==> src/rtl/add_sub_multiword_seq.sv <==
// Word-serial multi-precision adder/subtractor around one add_sub_binary word stage.
// Define ADD_SUB_MULTIWORD_BACK_TO_BACK_EN to allow a direct DONE->RUN turnaround.
module add_sub_binary #(
  parameter int WIDTH = 8
) (
  input  logic [WIDTH-1:0] A_i,
  input  logic [WIDTH-1:0] B_i,
  input  logic             add_sub_i,
  input  logic             carry_in_i,
  output logic [WIDTH-1:0] sum_o,
  output logic             carry_out_o,
  output logic             overflow_o
);
  logic [WIDTH-1:0] w_b;
  logic             w_cin;
  logic [WIDTH:0]   w_full;

  // Subtract is A + ~B + ~borrow; the carry out is inverted back into a borrow.
  assign w_b         = B_i ^ {WIDTH{add_sub_i}};
  assign w_cin       = carry_in_i ^ add_sub_i;
  assign w_full      = {1'b0, A_i} + {1'b0, w_b} + {{WIDTH{1'b0}}, w_cin};
  assign sum_o       = w_full[WIDTH-1:0];
  assign carry_out_o = w_full[WIDTH] ^ add_sub_i;
  assign overflow_o  = (A_i[WIDTH-1] == w_b[WIDTH-1]) && (w_full[WIDTH-1] != A_i[WIDTH-1]);
endmodule

module add_sub_multiword_seq #(
  parameter int WORD_WIDTH = 8,
  parameter int WORD_COUNT = 4
) (
  input  logic                             clk_i,
  input  logic                             rst_ni,
  input  logic                             in_valid_i,
  output logic                             in_ready_o,
  input  logic                             add_sub_i,
  input  logic                             carry_in_i,
  input  logic [WORD_COUNT*WORD_WIDTH-1:0] A_i,
  input  logic [WORD_COUNT*WORD_WIDTH-1:0] B_i,
  output logic                             out_valid_o,
  input  logic                             out_ready_i,
  output logic [WORD_COUNT*WORD_WIDTH-1:0] sum_o,
  output logic                             carry_out_o,
  output logic                             overflow_o
);
  localparam int TW = WORD_COUNT * WORD_WIDTH;
  localparam int KW = $clog2(WORD_COUNT);

  // state | meaning
  // IDLE  | waiting for an operation, in_ready_o=1
  // RUN   | processing word r_k, LSW first
  // DONE  | result held until out_ready_i
  typedef enum logic [1:0] {S_IDLE, S_RUN, S_DONE} state_t;

  state_t          r_state, w_next;
  logic [TW-1:0]   r_a, r_b, r_sum;
  logic            r_sub, r_carry, r_cout, r_ovf;
  logic [KW-1:0]   r_k;
  logic            w_accept, w_last;
  logic [WORD_WIDTH-1:0] w_a_word, w_b_word, w_sum_word;
  logic            w_cout_word, w_ovf_word;

  assign w_accept = in_valid_i && in_ready_o;
  assign w_last   = (r_k == KW'(WORD_COUNT - 1));
  assign w_a_word = r_a[WORD_WIDTH-1:0];
  assign w_b_word = r_b[WORD_WIDTH-1:0] ^ {WORD_WIDTH{r_sub}};

  add_sub_binary #(.WIDTH(WORD_WIDTH)) u_word (
    .A_i         (w_a_word),
    .B_i         (w_b_word),
    .add_sub_i   (1'b0),
    .carry_in_i  (r_carry),
    .sum_o       (w_sum_word),
    .carry_out_o (w_cout_word),
    .overflow_o  (w_ovf_word)
  );

  always_ff @(posedge clk_i or negedge rst_ni) begin
    if (!rst_ni) r_state <= S_IDLE;
    else         r_state <= w_next;
  end

  always_comb begin
    w_next      = r_state;
    in_ready_o  = 1'b0;
    out_valid_o = 1'b0;
    case (r_state)
      S_IDLE: begin
        in_ready_o = 1'b1;
        if (in_valid_i) w_next = S_RUN;
      end
      S_RUN: begin
        if (w_last) w_next = S_DONE;
      end
      S_DONE: begin
        out_valid_o = 1'b1;
`ifdef ADD_SUB_MULTIWORD_BACK_TO_BACK_EN
        in_ready_o = out_ready_i;
`endif
        if (w_accept)         w_next = S_RUN;
        else if (out_ready_i) w_next = S_IDLE;
      end
      default: w_next = S_IDLE;
    endcase
  end

  always_ff @(posedge clk_i or negedge rst_ni) begin
    if (!rst_ni) begin
      r_a     <= '0;
      r_b     <= '0;
      r_sum   <= '0;
      r_sub   <= 1'b0;
      r_carry <= 1'b0;
      r_cout  <= 1'b0;
      r_ovf   <= 1'b0;
      r_k     <= '0;
    end else if (w_accept) begin
      r_a     <= A_i;
      r_b     <= B_i;
      r_sub   <= add_sub_i;
      r_carry <= carry_in_i ^ add_sub_i;
      r_k     <= '0;
    end else if (r_state == S_RUN) begin
      // Operands shift down so the active word is always at the bottom;
      // the result fills from the top and lands aligned after the last word.
      r_a     <= r_a >> WORD_WIDTH;
      r_b     <= r_b >> WORD_WIDTH;
      r_sum   <= {w_sum_word, r_sum[TW-1:WORD_WIDTH]};
      r_carry <= w_cout_word;
      r_k     <= r_k + KW'(1);
      if (w_last) begin
        r_cout <= w_cout_word ^ r_sub;
        r_ovf  <= w_ovf_word;
      end
    end
  end

  assign sum_o       = r_sum;
  assign carry_out_o = r_cout;
  assign overflow_o  = r_ovf;
endmodule
==> config.mk <==
export PLATFORM = sky130hd
export DESIGN_NAME = add_sub_multiword_seq
export DESIGN_NICKNAME = d
export VERILOG_FILES = /design/src/rtl/add_sub_multiword_seq.sv
export SDC_FILE = /design/constraint.sdc
export NUM_CORES = 1
export LEC_CHECK = 0
export BUFFER_PORTS_ARGS = -buffer_cell sky130_fd_sc_hd__buf_2
export CORE_MARGIN = 2
export CORE_UTILIZATION = 35
export DETAILED_ROUTE_END_ITERATION = 10
export GPL_TIMING_DRIVEN = 1
export PLACE_DENSITY = 0.68
export REMOVE_ABC_BUFFERS = 1
export SETUP_SLACK_MARGIN = 0.1
export SKIP_LAST_GASP = 1
export SYNTH_ARGS = -nofsm -noshare
export SYNTH_HDL_FRONTEND = slang
export SYNTH_HIERARCHICAL = 1
export SYNTH_SLANG_ARGS = --single-unit
==> constraint.sdc <==
create_clock -name clk_i -period 3.8 [get_ports clk_i]
set_clock_uncertainty 0.1 [all_clocks]
set_input_delay 0.57 -clock clk_i [delete_from_list [all_inputs] [get_ports clk_i]]
set_output_delay 0.57 -clock clk_i [all_outputs]
set_load 0.03 [all_outputs]
==> flow_summary.yaml, run 1 <==
outcome:
  outcome: "finished, final reports clean"
setup_path:
  slowest_stage: "fa_1"
  cp.required_ns: 3.93
  cp.arrival_ns: 3.26
  cpPeakStageDelay_ns: 0.46
  path_common_cell: "xor2_1"
  path_cells: "xor2_1 -> xor2_1 -> fa_1 -> fa_1 -> a211oi_1 -> o211ai_1 -> a31o_2 -> xor2_1 -> xor2_1 -> mux2_2"
  startpoint_type: "flop"
  path_class: "reg2reg"
  r2r_setup_slack_ns: 0.67
  end_kind: "flop"
  critPathMaxFanout: 3
clock_network:
  tritoncts: "built"
  cts_buffers: 9
  clk-insertion-delay-late_ns: 0.34
  ctsHoldBuffers: 0
  cts_resized: 0
  cts_sinks: 104
  root_buffer: "clkbuf_16"
  cts_max_path_buffers: 2
  post_cts_buffers: 0
  clk_pin_slew_worst_paths_ns: 0.07
  cts.htree.levels: 3
synth:
  syn_inst: 504
  synth_area_um2: 4697
  postSynthAreaPerCell_um2: 9.319
  yosysWarnings: 6
  ys_ff_latch: 104
  ys_types: 30
  seq_area_frac_synth_pct: 55.41
route:
  wl_per_cell_um: 13.29
  vias: 3701
  post_drt_via_cell_ratio: 4.769
  totalWireLength_mm: 10.31
  drc: 0
  ant_nets: 0
  drt-initial-drc-count: 172
  dr.pass1.iters: 4
cells_and_area:
  finalNetCount: 675
  final_util_pct: 43.35
  drive_gt1_share_pct: 22.83
  area_growth_pct: 21.74
  most-common-layout-cells: "231 x nand2_1, 104 x dfrtp_1, 104 x buf_2, 48 x a22oi_1"
  final_common_cell: "nand2_1"
  stdcell_area_um2: 5718
  antenna_cells: 0
die:
  start_util_pct: 35.61
  ioPinCount: 106
  core_area_um2: 13190
  std_cell_rows: 42
  die_h_um: 119.8
  die_w_um: 119.8
  dieArea_um2: 14360
worst_hold_path:
  min_path_type: "in2async"
run:
  drv_cap: 0
timing:
  period_share_pct: 82.50
  max_freq_mhz: 319.0
  whs_ns: 0.2368
  tns_ns: 0
  drv_slew: 0
  hold_violations: 0
  relSlewSlack_pct: 25.79
  rsz0062_at_grt: "false"
  fin_crit_ns: 3.135
  setup_viol: 0
  worst_slew_pin_slew_ns: 1.113
placement:
  port_buffers: 105
  dp_hpwl_mm: 6.858
  gp_congestion: 0.7716
  dpl_cell_area_um2: 5384
grt:
  grt_usage_pct: 15.34
  grt_max_degree: 79
  first_global_vias: 3694
  grt_pass1_wl_mm: 17.67
  gr-total-overflow: 0
  antenna_found_initial: 0
power_and_ir_drop:
  peakVddDrop_uv: 326.7
  power_uw: 5765
  power.density_nw_per_um2: 1008
  leakage_uw: 0.003015
synth_stat cells (all sizes together):
library cell  count  area [µm²]
a211oi            1       7.510
mux2i             1       10.01
a32oi             1       16.27
clkbuf           11       41.29
nand2           231       867.1
a22oi            48       360.4
o21bai            2       15.01
fa                2       40.04
o2111ai           1       15.01
a31o              1       8.760
xor2             23       201.4
o21ai            23       115.1
nor2              3       11.26
nand2b            2       12.51
ha                8       100.1
a21o              2       16.27
inv               3       11.26
xnor2             3       26.28
mux2              4       48.79
a21oi             4       20.02
buf              20       105.1
dfrtp           104        2603
nor2b             2       12.51
conb              1       3.750
nor3b             1       12.51
o211ai            1       7.510
a211o             1       8.760
state kept, by name, indices dropped and copies added, names as in the netlist:
signal,flops
sum_o,32
r_state,2
r_b,32
r_sub,1
carry_out_o,1
r_a,32
r_k,2
r_carry,1
overflow_o,1
worst paths after layout:
check / end / start / cells after the start
min in group clk_i: r_a[29] / A_i[29] / 3
hold reg to reg: sum_o[5] / sum_o[5] / 2
setup reg to reg: carry_out_o / r_sub / 10
max in group asynchronous: r_b[24] / rst_ni / 2
hold / removal: sum_o[9] / rst_ni / 1
setup / recovery: carry_out_o / r_sub / 10
per-stage QoR:
stage                     setup WS [ns]  instances
after floorplan                 -0.2265        473
after global placement           0.7922        760
after detailed placement         0.7356        760
after CTS                        0.6794        776
after global routing             0.5101        776
final                            0.6651        776
cell type report:
type                    count  area (µm²)
repair buffers            111       585.6
clock buffers              14       274.0
fillers                  1331        7472
clock inverters             2       60.06
multi-input cells         366        1964
well taps                 176       220.2
inverters                   3       11.26
flip-flops and latches    104        2603
layer usage:
metal | global-route usage, % | part of all wire (%) | wire [µm]
met1 | 20.36 | 46 | 4698
met2 | 24.54 | 47 | 4819
met3 | 3.660 | 5.9 | 608
met4 | 5.588 | 1.8 | 187
met5 | 0 | 0 | 0
cells by family (layout without fill, tap and decap cells):
logic type / after synthesis / count (layout) / synth area share (%)
other: 1 / 1 / 0.07984
flip-flops: 104 / 104 / 55.41
buffers and inverters: 34 / 130 / 3.356
multiplexers: 5 / 5 / 1.252
XOR/XNOR: 26 / 26 / 4.848
AND/OR/NAND/NOR: 239 / 239 / 19.50
adder cells (fa/ha/maj): 10 / 10 / 2.984
AO/OA/AOI/OAI: 85 / 85 / 12.57
critical path: cells and delay by family, from the launching register on:
| kind | cells | cell delay [ns] |
|---|---|---|
| AOI/OAI and AO/OA | 3 | 0.74 |
| xor gates and xnor gates | 4 | 0.63 |
| adders and majority gates | 2 | 0.91 |
| DFF | 1 | 0.38 |
| muxes | 1 | 0.26 |
report_power, final:
part | switching (µW) | leakage, µW | internal, µW | total (µW)
clock network | 388 | 0.000163 | 632 | 1020
logic | 1810 | 0.00152 | 1020 | 2830
registers | 306 | 0.00133 | 1600 | 1910
total | 2510 | 0.00302 | 3260 | 5770
Power figures use the tool's default switching activity.
==> inputs of run 2 (changes only) <==
Settings changed: ABC_AREA from default to 1, PLACE_DENSITY 0.68 to 0.7.
Clock period 3.8 ns to 2.6 ns, I/O delays scaled along.
==> run 2 against run 1 <==
Hold slack lost 0.10 ns. Largest power group unchanged. Die area increased by 1.7%. Via count grew 4.4%. Routed wire length is 3.8% lower. Synthesized cell count is 14% higher. Power is 38% higher. Highest routed layer is now met5. Critical path depth grew 4. Utilization is 0.18 points higher.
==> flow_summary.yaml, run 2 <==
clock_network:
  post_cts_buffers: 0
  cts_buffers: 9
  clk_pin_slew_worst_paths_ns: 0.07
  tritoncts: "built"
  cts_max_path_buffers: 2
  root_buffer: "clkbuf_16"
  cts_sinks: 104
  cts.htree.levels: 3
  clk-insertion-delay-late_ns: 0.34
grt:
  met1_usage_pct: 19.44
  first_global_vias: 3683
  grt_max_degree: 68
  grt_pass1_wl_mm: 17.41
  grt-busiest-layer: "met2"
  gr-usage-met2_pct: 24.23
  grt_usage_pct: 15.04
  gr-total-overflow: 0
  antenna_found_initial: 1
  met3_usage_pct: 5.000
setup_path:
  rr_startpoint: "r_sub"
  path_class: "reg2reg"
  cp.required_ns: 2.73
  end_kind: "flop"
  reg2reg_depth: 14
  cp.arrival_ns: 2.47
  r2r_setup_slack_ns: 0.26
  startpoint_type: "flop"
  critPathMaxFanout: 3
  reg2reg_to: "r_carry"
synth:
  seq_area_frac_synth_pct: 54.48
  ys_types: 24
  ys_ff_latch: 104
  postSynthAreaPerCell_um2: 8.322
  netlist_top_cells_count: "270 x nand2_1, 104 x dfrtp_1, 56 x nand3_1"
  synth_mux_area_share_pct: 0
  synth_xor_area_share_pct: 4.034
  synth_area_um2: 4777
  synth.top_cell.area_share_pct: 54.48
  yosys_most_used_dff: "dfrtp_1"
  synthAdderAreaFrac_pct: 2.933
  synth_compound_area_share_pct: 4.479
  yosys.area.top_type: "dfrtp_1"
  ys_top_cells_by_area: "dfrtp_1 54%, nand2_1 21%, nand3_1 5.9%, xor2_1 3.7%, ha_1 2.1%"
  synth-async-reset-ratio_pct: 100.0
  yosysWarnings: 6
  synth_top_family_by_area: "simple AND/OR/NAND/NOR gates"
  synth_edf_count: 0
  syn_inst: 574
  yosys.area_share.simple_pct: 28.42
  yosysMostFrequentCell: "nand2_1"
die:
  std_cell_rows: 42
  dieArea_um2: 14600
  die_w_um: 120.8
  die_h_um: 120.8
  start_util_pct: 35.93
  core_area_um2: 13300
  ioPinCount: 106
power_and_ir_drop:
  peakVddDrop_uv: 402.2
  switchingPower_uw: 3532
  p_comb_share_pct: 50.2
  swShare_pct: 44.45
  clkPwrFrac_pct: 15.8
  power_uw: 7947
  power.density_nw_per_um2: 1373
  p_int_uw: 4415
  leakage_uw: 0.003075
  pwr-share-seq_pct: 34.0
cells_and_area:
  finalNetCount: 751
  layout.cells.non_filler: 851
  area_growth_pct: 21.16
  final_util_pct: 43.53
  most-common-layout-cells: "270 x nand2_1, 104 x dfrtp_1, 104 x buf_2, 56 x nand3_1, 26 x inv_1"
  final_common_cell: "nand2_1"
  antenna_cells: 0
  fillers: 1344
  multi_input_area_um2: 1941
  drive_gt1_share_pct: 20.30
  ff_latch_area_um2: 2603
  stdcell_area_um2: 5788
placement:
  gp_congestion: 0.8067
  dpl.cell_count: 835
  dp_hpwl_mm: 6.909
  port_buffers: 105
  dpl_cell_area_um2: 5494
  pre_cts_slack_ns: 0.1425
timing:
  hold_violations: 0
  drv_slew: 0
  relSlewSlack_pct: 62.04
  worst_slack_ns: 0.2587
  rsz0062_at_grt: "true"
  setup_viol: 0
  max_freq_mhz: 427.1
  worst_slew_pin_slew_ns: 0.5681
  period_share_pct: 90.05
  fin_crit_ns: 2.341
worst_hold_path:
  hold_start: "A_i[28]"
  min_path_type: "in2reg"
  whs_path_depth: 3
  holdPathEnd: "r_a[28]"
outcome:
  outcome: "finished, final reports clean"
route:
  drt-initial-drc-count: 202
  ant_nets: 0
  vias: 3865
  totalWireLength_mm: 9.922
  dr.pass1.iters: 5
  wl_per_cell_um: 11.66
  drc: 0
  post_drt_via_cell_ratio: 4.542
run:
  drv_cap: 0
-- run 2: cell type report --
cell class / instances / area share [%]
clock inverters: 2 / 0.2594
clock buffers: 13 / 4.496
flip-flops and latches: 104 / 44.96
multi-input cells: 414 / 33.53
well taps: 176 / 3.805
inverters: 29 / 1.881
repair buffers: 113 / 11.07
-- run 2: metrics by stage --
step | hold WS [ns] | setup TNS, ns
floorplan | -0.005591 | -25.01
global placement | 0.3154 | 0
detailed placement | 0.3143 | 0
CTS | 0.1186 | 0
global route | 0.1316 | 0
finish | 0.1354 | 0
-- run 2: worst max-delay path, stage by stage, from the launching register on --
cell	delay, ns
dfrtp_1	0.39
xor2_1	0.17
xor2_1	0.16
fa_2	0.38
fa_2	0.35
nand3_1	0.08
nand2_1	0.10
nand2_1	0.09
nand2_1	0.05
nand2_1	0.05
nand2_1	0.07
nand3_1	0.08
nand2_1	0.05
nand2_1	0.06
nand2_1	0.04
-- run 2: worst max-delay path by stage --
stage	from	endpoint
2_1_floorplan	r_state[0]	r_k[0]
3_3_place_gp	r_sub	r_carry
3_5_place_dp	r_sub	r_carry
4_1_cts	r_sub	r_carry
5_1_grt	r_sub	r_carry
6_report	r_sub	r_carry
-- run 2: power groups by stage --
stage	sequential, µW	combinational, µW	clock [µW]
global placement	2700	3960	0
detailed placement	2730	4020	0
global route	2790	4600	1370
finish	2700	3990	1250
CTS	2700	4030	1310
floorplan	3150	2450	0
-- run 2: kinds of logic (layout without fill, tap and decap cells) --
kind of cell               after synthesis  after routing
AOI/OAI and AO/OA                       41             41
adders and majority gates               10             10
buffers and inverters                   57            157
and+or+nand+nor                        339            339
xor gates and xnor gates                22             22
DFF                                    104            104
other                                    1              2
-- run 2: routing by layer --
| metal | up-vias | share of wire, % |
|---|---|---|
| li1 | 1990 | - |
| met1 | 1764 | 47 |
| met2 | 99 | 46 |
| met3 | 10 | 5.5 |
| met4 | 2 | 1.3 |
| met5 | - | 0.13 |
-- run 2: repair_timing --
item	4_1_cts	5_1_grt
resized for setup	0	3
setup endpoints to repair	0	3
hold buffers	1	0
hold endpoints to repair	38	0
